`src/rtl/systolic_sequencer.sv`:
```
// Control sequencer for an N x N systolic multiply array.
// Runs one job per start: clear the PE accumulators, feed a skewed operand
// window, flush the wavefront to the last PE, then drain result rows over a
// valid/ready handshake and pulse done.
// Drain handshake: a row transfers on a clock edge where drain_valid and
// drain_ready are both high; drain_valid and drain_row stay stable until then.
// Every output is a flop written together with the state register, so no
// output has a combinational path from an input.
module systolic_sequencer #(
    parameter int MATRIX_SIZE = 2,
    parameter int CNT_W       = 8
) (
    input  logic                   clk,
    input  logic                   reset,
    input  logic                   start,
    output logic                   start_ready,
    output logic                   busy,
    output logic                   done,
    input  logic                   abort,
    output logic                   pe_clear,
    output logic                   feed_en,
    output logic [CNT_W-1:0]       feed_step,
    output logic [MATRIX_SIZE-1:0] lane_valid,
    output logic                   compute_en,
    output logic                   drain_valid,
    output logic [CNT_W-1:0]       drain_row,
    input  logic                   drain_ready,
    output logic [2:0]             state_dbg
);

    typedef enum logic [2:0] {
        IDLE  = 3'd0,
        CLEAR = 3'd1,
        FEED  = 3'd2,
        FLUSH = 3'd3,
        DRAIN = 3'd4,
        DONE  = 3'd5
    } state_t;

    // Last feed step is 2N-2, last flush cycle and last drain row are N-1.
    localparam logic [CNT_W-1:0] FEED_LAST = CNT_W'(2 * MATRIX_SIZE - 2);
    localparam logic [CNT_W-1:0] ROW_LAST  = CNT_W'(MATRIX_SIZE - 1);
    localparam logic [CNT_W-1:0] CNT_ONE   = CNT_W'(1);

    state_t           state;
    logic [CNT_W-1:0] flush_cnt;

    // Lane i carries real data for feed steps i .. i+N-1 (skewed window).
    function automatic logic [MATRIX_SIZE-1:0] lanes(input logic [CNT_W-1:0] t);
        logic [MATRIX_SIZE-1:0] lv;
        lv = '0;
        for (int i = 0; i < MATRIX_SIZE; i++) begin
            lv[i] = (int'(t) >= i) && (int'(t) < i + MATRIX_SIZE);
        end
        return lv;
    endfunction

    assign state_dbg = state;

    // Sequencer state, counters and registered outputs.
    always_ff @(posedge clk or negedge reset) begin
        if (!reset) begin
            state       <= IDLE;
            flush_cnt   <= '0;
            start_ready <= 1'b1;
            busy        <= 1'b0;
            done        <= 1'b0;
            pe_clear    <= 1'b0;
            feed_en     <= 1'b0;
            feed_step   <= '0;
            lane_valid  <= '0;
            compute_en  <= 1'b0;
            drain_valid <= 1'b0;
            drain_row   <= '0;
        end else if (abort && (state == CLEAR || state == FEED ||
                               state == FLUSH || state == DRAIN)) begin
            // Cancel drops straight back to idle with no done pulse.
            state       <= IDLE;
            flush_cnt   <= '0;
            start_ready <= 1'b1;
            busy        <= 1'b0;
            done        <= 1'b0;
            pe_clear    <= 1'b0;
            feed_en     <= 1'b0;
            feed_step   <= '0;
            lane_valid  <= '0;
            compute_en  <= 1'b0;
            drain_valid <= 1'b0;
            drain_row   <= '0;
        end else begin
            case (state)
                IDLE: begin
                    if (start) begin
                        state       <= CLEAR;
                        start_ready <= 1'b0;
                        busy        <= 1'b1;
                        pe_clear    <= 1'b1;
                    end
                end
                CLEAR: begin
                    state      <= FEED;
                    pe_clear   <= 1'b0;
                    feed_en    <= 1'b1;
                    feed_step  <= '0;
                    lane_valid <= lanes('0);
                    compute_en <= 1'b1;
                end
                FEED: begin
                    if (feed_step == FEED_LAST) begin
                        state      <= FLUSH;
                        feed_en    <= 1'b0;
                        feed_step  <= '0;
                        lane_valid <= '0;
                        flush_cnt  <= '0;
                    end else begin
                        feed_step  <= feed_step + CNT_ONE;
                        lane_valid <= lanes(feed_step + CNT_ONE);
                    end
                end
                FLUSH: begin
                    // N cycles so the far corner PE finishes its last MAC.
                    if (flush_cnt == ROW_LAST) begin
                        state       <= DRAIN;
                        flush_cnt   <= '0;
                        compute_en  <= 1'b0;
                        drain_valid <= 1'b1;
                        drain_row   <= '0;
                    end else begin
                        flush_cnt <= flush_cnt + CNT_ONE;
                    end
                end
                DRAIN: begin
                    if (drain_ready) begin
                        if (drain_row == ROW_LAST) begin
                            state       <= DONE;
                            drain_valid <= 1'b0;
                            drain_row   <= '0;
                            done        <= 1'b1;
                        end else begin
                            drain_row <= drain_row + CNT_ONE;
                        end
                    end
                end
                DONE: begin
                    state       <= IDLE;
                    done        <= 1'b0;
                    busy        <= 1'b0;
                    start_ready <= 1'b1;
                end
                default: begin
                    state       <= IDLE;
                    start_ready <= 1'b1;
                    busy        <= 1'b0;
                    done        <= 1'b0;
                end
            endcase
        end
    end

endmodule

```
`config.mk`:
```
export PLATFORM = sky130hd
export DESIGN_NAME = systolic_sequencer
export DESIGN_NICKNAME = d
export VERILOG_FILES = /design/src/rtl/systolic_sequencer.sv
export SDC_FILE = /design/constraint.sdc
export NUM_CORES = 1
export LEC_CHECK = 0
export CAP_MARGIN = 10
export CORE_MARGIN = 2
export CORE_UTILIZATION = 54
export CTS_CLUSTER_SIZE = 30
export DETAILED_ROUTE_END_ITERATION = 12
export PLACE_DENSITY = 0.85
export SYNTH_ARGS = -nofsm -noshare
export SYNTH_HDL_FRONTEND = slang
export SYNTH_SLANG_ARGS = --single-unit
export TNS_END_PERCENT = 5
```
`constraint.sdc`:
```
create_clock -name clk -period 2.3 [get_ports clk]
set_input_delay 0.23 -clock clk [delete_from_list [all_inputs] [get_ports clk]]
set_output_delay 0.23 -clock clk [all_outputs]
set_load 0.03 [all_outputs]
```
# After elaboration in Yosys (flattened, before gate mapping)
# Cells that the tools add are included.
classes:
  reduce_logical: 22
  n_shift: 0
  n_eq_ne: 14
  multipliers: 0
  add_sub_neg: 3
  n_div: 0
  magnitude_cmp: 3
  bitwise: 0
  mux: 45
op_table:
  columns: ["operator", "n"]
  rows:
  - ["8-bit 2-to-1 mux", 9]
  - ["8-bit case mux with 2 select lines", 3]
  - ["8-bit by 1-bit adder with 8-bit output, second input constant", 3]
  - ["3-bit 2-to-1 mux", 6]
  - ["8-bit by 1-bit == test with 1-bit output, second input constant", 2]
  - ["8-bit by 2-bit less-than comparator with 1-bit output, second input constant", 2]
  - ["1-bit 2-to-1 mux", 16]
  - ["3-bit case mux with 5 select lines", 1]
  - ["3-bit nonzero test", 5]
  - ["1-bit case mux with 2 select lines", 7]
  - ["2-bit AND reduction", 5]
  - ["3-bit by 1-bit inequality test with 1-bit output, second input constant", 3]
  - ["8-bit by 2-bit == test with 1-bit output, second input constant", 1]
  - ["8-bit by 1-bit greater-or-equal comparator with 1-bit output, second input constant", 1]
  - ["4-bit OR reduction", 2]
  - ["3-bit by 2-bit == test with 1-bit output, second input constant", 2]
  - ["3-bit AND reduction", 2]
  - ["5-bit AND reduction", 1]
  - ["2-bit 2-to-1 mux", 2]
  - ["2-bit by 1-bit inequality test with 1-bit output, second input constant", 2]
  - ["2-bit case mux with 2 select lines", 1]
  - ["4-bit AND reduction", 1]
  - ["3-bit by 1-bit == test with 1-bit output, second input constant", 1]
  - ["3-bit == test, second input constant", 1]
  - ["other kinds (5)", 8]
totals:
  input_bits: 5
  mem_bits_rw: 0
  output_inout_bits: 28
  rom_bits: 0
  mem_count: 0
  ff_bits: 36
  latchBits: 0
  word_cells: 99

# Logic depth before layout (Yosys ltp)
depth:
  ltp_word: 7
  ltp_mapped: 7
  mapped_depth_nobuf: 6

# Least setup slack after synthesis
# No wires, ideal clock.
synth_path:
  path_type: "register to register"
  from: "reg feed_step[0]"
  to: "reg flush_cnt[3]"
  t_required_ps: 2234
  path_stages_with_launch: 7
  slack_ps: 271
  period_less_slack_ps: 2029
  path_buffers: 0
  setup_time_ps: 66
  t_arrival_ps: 1963
  cell_sequence: "dfrtp_1 -> inv_1 -> ha_1 -> nor4b_2 -> a211oi_1 -> or2_2 -> a22o_1"
synth_via:
  elab_chain_cells: 3
synth_lines:
  columns: ["element", "line_no", "source"]
  rows:
  - ["start, declared", "22", "output logic [CNT_W-1:0] feed_step,"]
  - ["start signal, assigned", "116", "feed_step <= feed_step + CNT_ONE;"]
  - ["8-bit by 2-bit == test with 1-bit output", "109", "if (feed_step == FEED_LAST) begin"]
  - ["3-bit by 1-bit inequality test with 1-bit output (no source line)", null, null]
  - ["2-bit AND reduction (no source line)", null, null]
  - ["end signal, assigned", "129", "flush_cnt <= flush_cnt + CNT_ONE;"]
  - ["end, declared", "46", "logic [CNT_W-1:0] flush_cnt;"]
# Every way passes these cells.
# A chain may end at the register's enable or synchronous reset.

# Final worst setup path
# Ends and elaborated chain as after synthesis.

==> summary.txt <==
Detailed routing
  – First DRT Iteration DRCs: slightly below 200
  – Final WL: between 5 and 6 mm
  – Vias: approximately 2200
  – TritonRoute pass-1 iters: 4
  – # DRC: 0
  – Drt wl/cell: ~16 um
  – Remaining antenna violation count: 0
  – Vias per inst: roughly 6.2

Final layout
  – Filler instances: 316
  – Most common cell after layout, fill and taps aside: dfrtp_1
  – Final #Nets: about 320
  – Area Overhead vs Synth: 26.9%
  – Most frequent cells in the layout: dfrtp_1 (35), clkdlybuf4s50_1 (32), buf_4 (25)
  – # diodes: 0
  – Layout cell share with drive strength beyond 1: 0.155

Clock network
  – Num Clock Sinks: 36
  – CTS Buffer Depth: 2
  – # resized after CTS: 0
  – CTS tree: built
  – H-Tree Depth: 2
  – Cts hold-fix bufs: 0
  – TritonCTS buffer count: 5
  – Post-CTS Setup Inserts: 0
  – Root Buffer: clkbuf_8
  – Clock transition at path regs: around 80 ps
  – Clk_lat worst skew: a little under 300 ps

Worst setup path
  – Crit path cell chain: inv_1 -> ha_1 -> nor4b_2 -> a211oi_1 -> buf_4 -> or2_2 -> a22o_1
  – WP data required: around 2500 ps
  – CP max stage delay: 390 ps
  – CP startpoint: feed_step[0]$_DFFE_PN0P_
  – Crit path kind: register to register
  – Setup crit start kind: register
  – Reg2reg start: feed_step[0]$_DFFE_PN0P_
  – Crit-path slowest cell: dfrtp_1
  – Worst-path maximum fanout: 7
  – Worst EP arrival: 2220 ps
  – CP Capture Type: register

Run
  – Maximum capacitance violations: 0

Global routing
  – First-pass GRT wire length: about 9.5 mm
  – Gr usage total: 0.241
  – Largest net degree at the start of global routing: 37
  – Vias in the first global route: between 2000 and 2500
  – GRT overflow: 0
  – Initial antenna violation count: 0

Synthesis
  – Largest family of logic cells by synthesized area: compound AO/OA/AOI/OAI gates
  – Post-synthesis simple-gate area fraction: 0.215
  – FFs w/ async S/R, synth: 1.00
  – Synth Area per Inst: a little over 9 um^2
  – Adder-Cell Fraction of Synth Area: 0.0438
  – Ys Warns: 0
  – FF+latch count, synth: 36
  – Sequential fraction of the synthesis area: 0.395
  – Compound-Gate Fraction of Synth Area: 0.256
  – Post-synth top flop: dfrtp_1
  – Synthesized instance count: 250
  – Distinct cells, synth: 50
  – Mux contribution to synthesized area: 0.0367
  – Syn Nets: around 260
  – XOR/XNOR Fraction of Synth Area: 0.00767
  – Post-Syn Area: approximately 2300 um^2
  – Post-synth EDFFs: 0

Floorplanning
  – Row cnt: 23
  – Die area: between 4000 and 5000 um^2
  – Chip width: approximately 69 um
  – Die Span Y: 69.0 um
  – Initial Util: 0.567
  – Core ar.: 4030 um^2
  – # IOs: 33

STA
  – Max-slew headroom: 0.691
  – Final period util: 0.889
  – Clock Skews: 14.0 ps
  – Final setup viols: 0
  – Slew Limit Fails: 0
  – Hold WS: 351 ps
  – Post-route minimum period: 2040 ps
  – RSZ-0062 raised after global routing: false
  – Final setup TNS: 0 ps
  – Worst-margin pin slew: roughly 460 ps
  – Fmax: 0.489 GHz
  – Final hold violation count: 0

Run status
  – Status: completed

Placement
  – I/O Buffers: 32
  – GP Congestion: 0.896
  – Post-DP HPWL: 4.05 mm

Power
  – PwrDens: roughly 970 nW/um^2
  – Pleak: around 0.0013 uW
  – Max rail drop VDD: between 400 and 500 uV

Hold path
  – Hold Path Class: input port to asynchronous set/reset pin
-- per-layer routing --
layer  vias up  global-route usage  wire, um
li1       1041                   -         -
met1      1049               0.326      2570
met2        74               0.381      2660
met3        10              0.0556       286
met4         0              0.0828        92
met5         -                   0         0
-- flip-flops by register name (all words and copies together) (netlist names) --
name	count
busy	1
start_ready	1
drain_row	8
pe_clear	1
drain_valid	1
lane_valid	2
compute_en	1
feed_step	8
state_dbg	3
feed_en	1
flush_cnt	8
done	1
-- stage by stage --
stage	total power (uW)	setup slack (ps)	instances	util	instance area [um^2]
detailed placement	2320	82.7	345	0.697	2810
CTS	2800	275	353	0.720	2900
floorplan	1760	271	250	-	2280
global route	2980	142	353	0.720	2900
finish	2810	255	353	0.720	2900
global placement	2280	142	345	0.697	2810
-- power breakdown --
| part | switching [uW] | internal [uW] | total, uW |
|---|---|---|---|
| logic | 811 | 637 | 1450 |
| registers | 128 | 753 | 881 |
| clock network | 241 | 239 | 481 |
| total | 1180 | 1630 | 2810 |
-- worst max-delay path: cells and delay by family, from the launching register on --
| kind | cells | cell delay (ps) |
|---|---|---|
| compound gates | 2 | 400 |
| fa+ha+maj | 1 | 150 |
| buf+inv | 2 | 290 |
| flops | 1 | 390 |
| simple gates | 2 | 690 |
-- cell families (layout without fill, tap and decap cells) --
logic type | count (synthesis) | in the layout
and+or+nand+nor | 87 | 87
buffers and inverters | 27 | 80
muxes | 8 | 8
DFF | 36 | 36
AOI/OAI and AO/OA | 82 | 82
adders and majority gates | 8 | 8
xor gates and xnor gates | 2 | 2
-- area by class of cell --
| class | count | area (um^2) | area share |
|---|---|---|---|
| repair buffers | 57 | 508 | 0.175 |
| flip-flops and latches | 36 | 902 | 0.311 |
| clock inverters | 2 | 10.0 | 0.00345 |
| multi-input cells | 187 | 1280 | 0.441 |
| inverters | 15 | 56.3 | 0.0194 |
| well taps | 50 | 62.6 | 0.0216 |
| clock buffers | 6 | 82.6 | 0.0285 |
-- Yosys cell counts, types with 8 or more instances --
cell / instances / area, um^2
nand2_1: 15 / 56.3
clkbuf_1: 9 / 33.8
a211oi_1: 11 / 82.6
nor2_1: 14 / 52.6
dfrtp_1: 35 / 876
ha_1: 8 / 100
a211o_1: 9 / 78.8
inv_1: 15 / 56.3
nand3_1: 9 / 45.0
a21oi_1: 11 / 55.1
o21ai_0: 18 / 90.1
-- worst paths after layout --
| check | endpoint | slack, ps | depth (start not counted) |
|---|---|---|---|
| worst max-delay path | flush_cnt[3]$_DFFE_PN0P_ | 260 | 7 |
| worst min-delay path | compute_en$_DFFE_PN0P_ | 350 | 2 |
| worst max register to register | flush_cnt[3]$_DFFE_PN0P_ | 260 | 7 |
| worst min register to register | compute_en$_DFFE_PN0P_ | 520 | 2 |
| max in group asynchronous | flush_cnt[7]$_DFFE_PN0P_ | 1600 | 2 |
| min in group clk | compute_en$_DFFE_PN0P_ | 520 | 2 |
No activity file was read; power rests on OpenSTA's default activity.
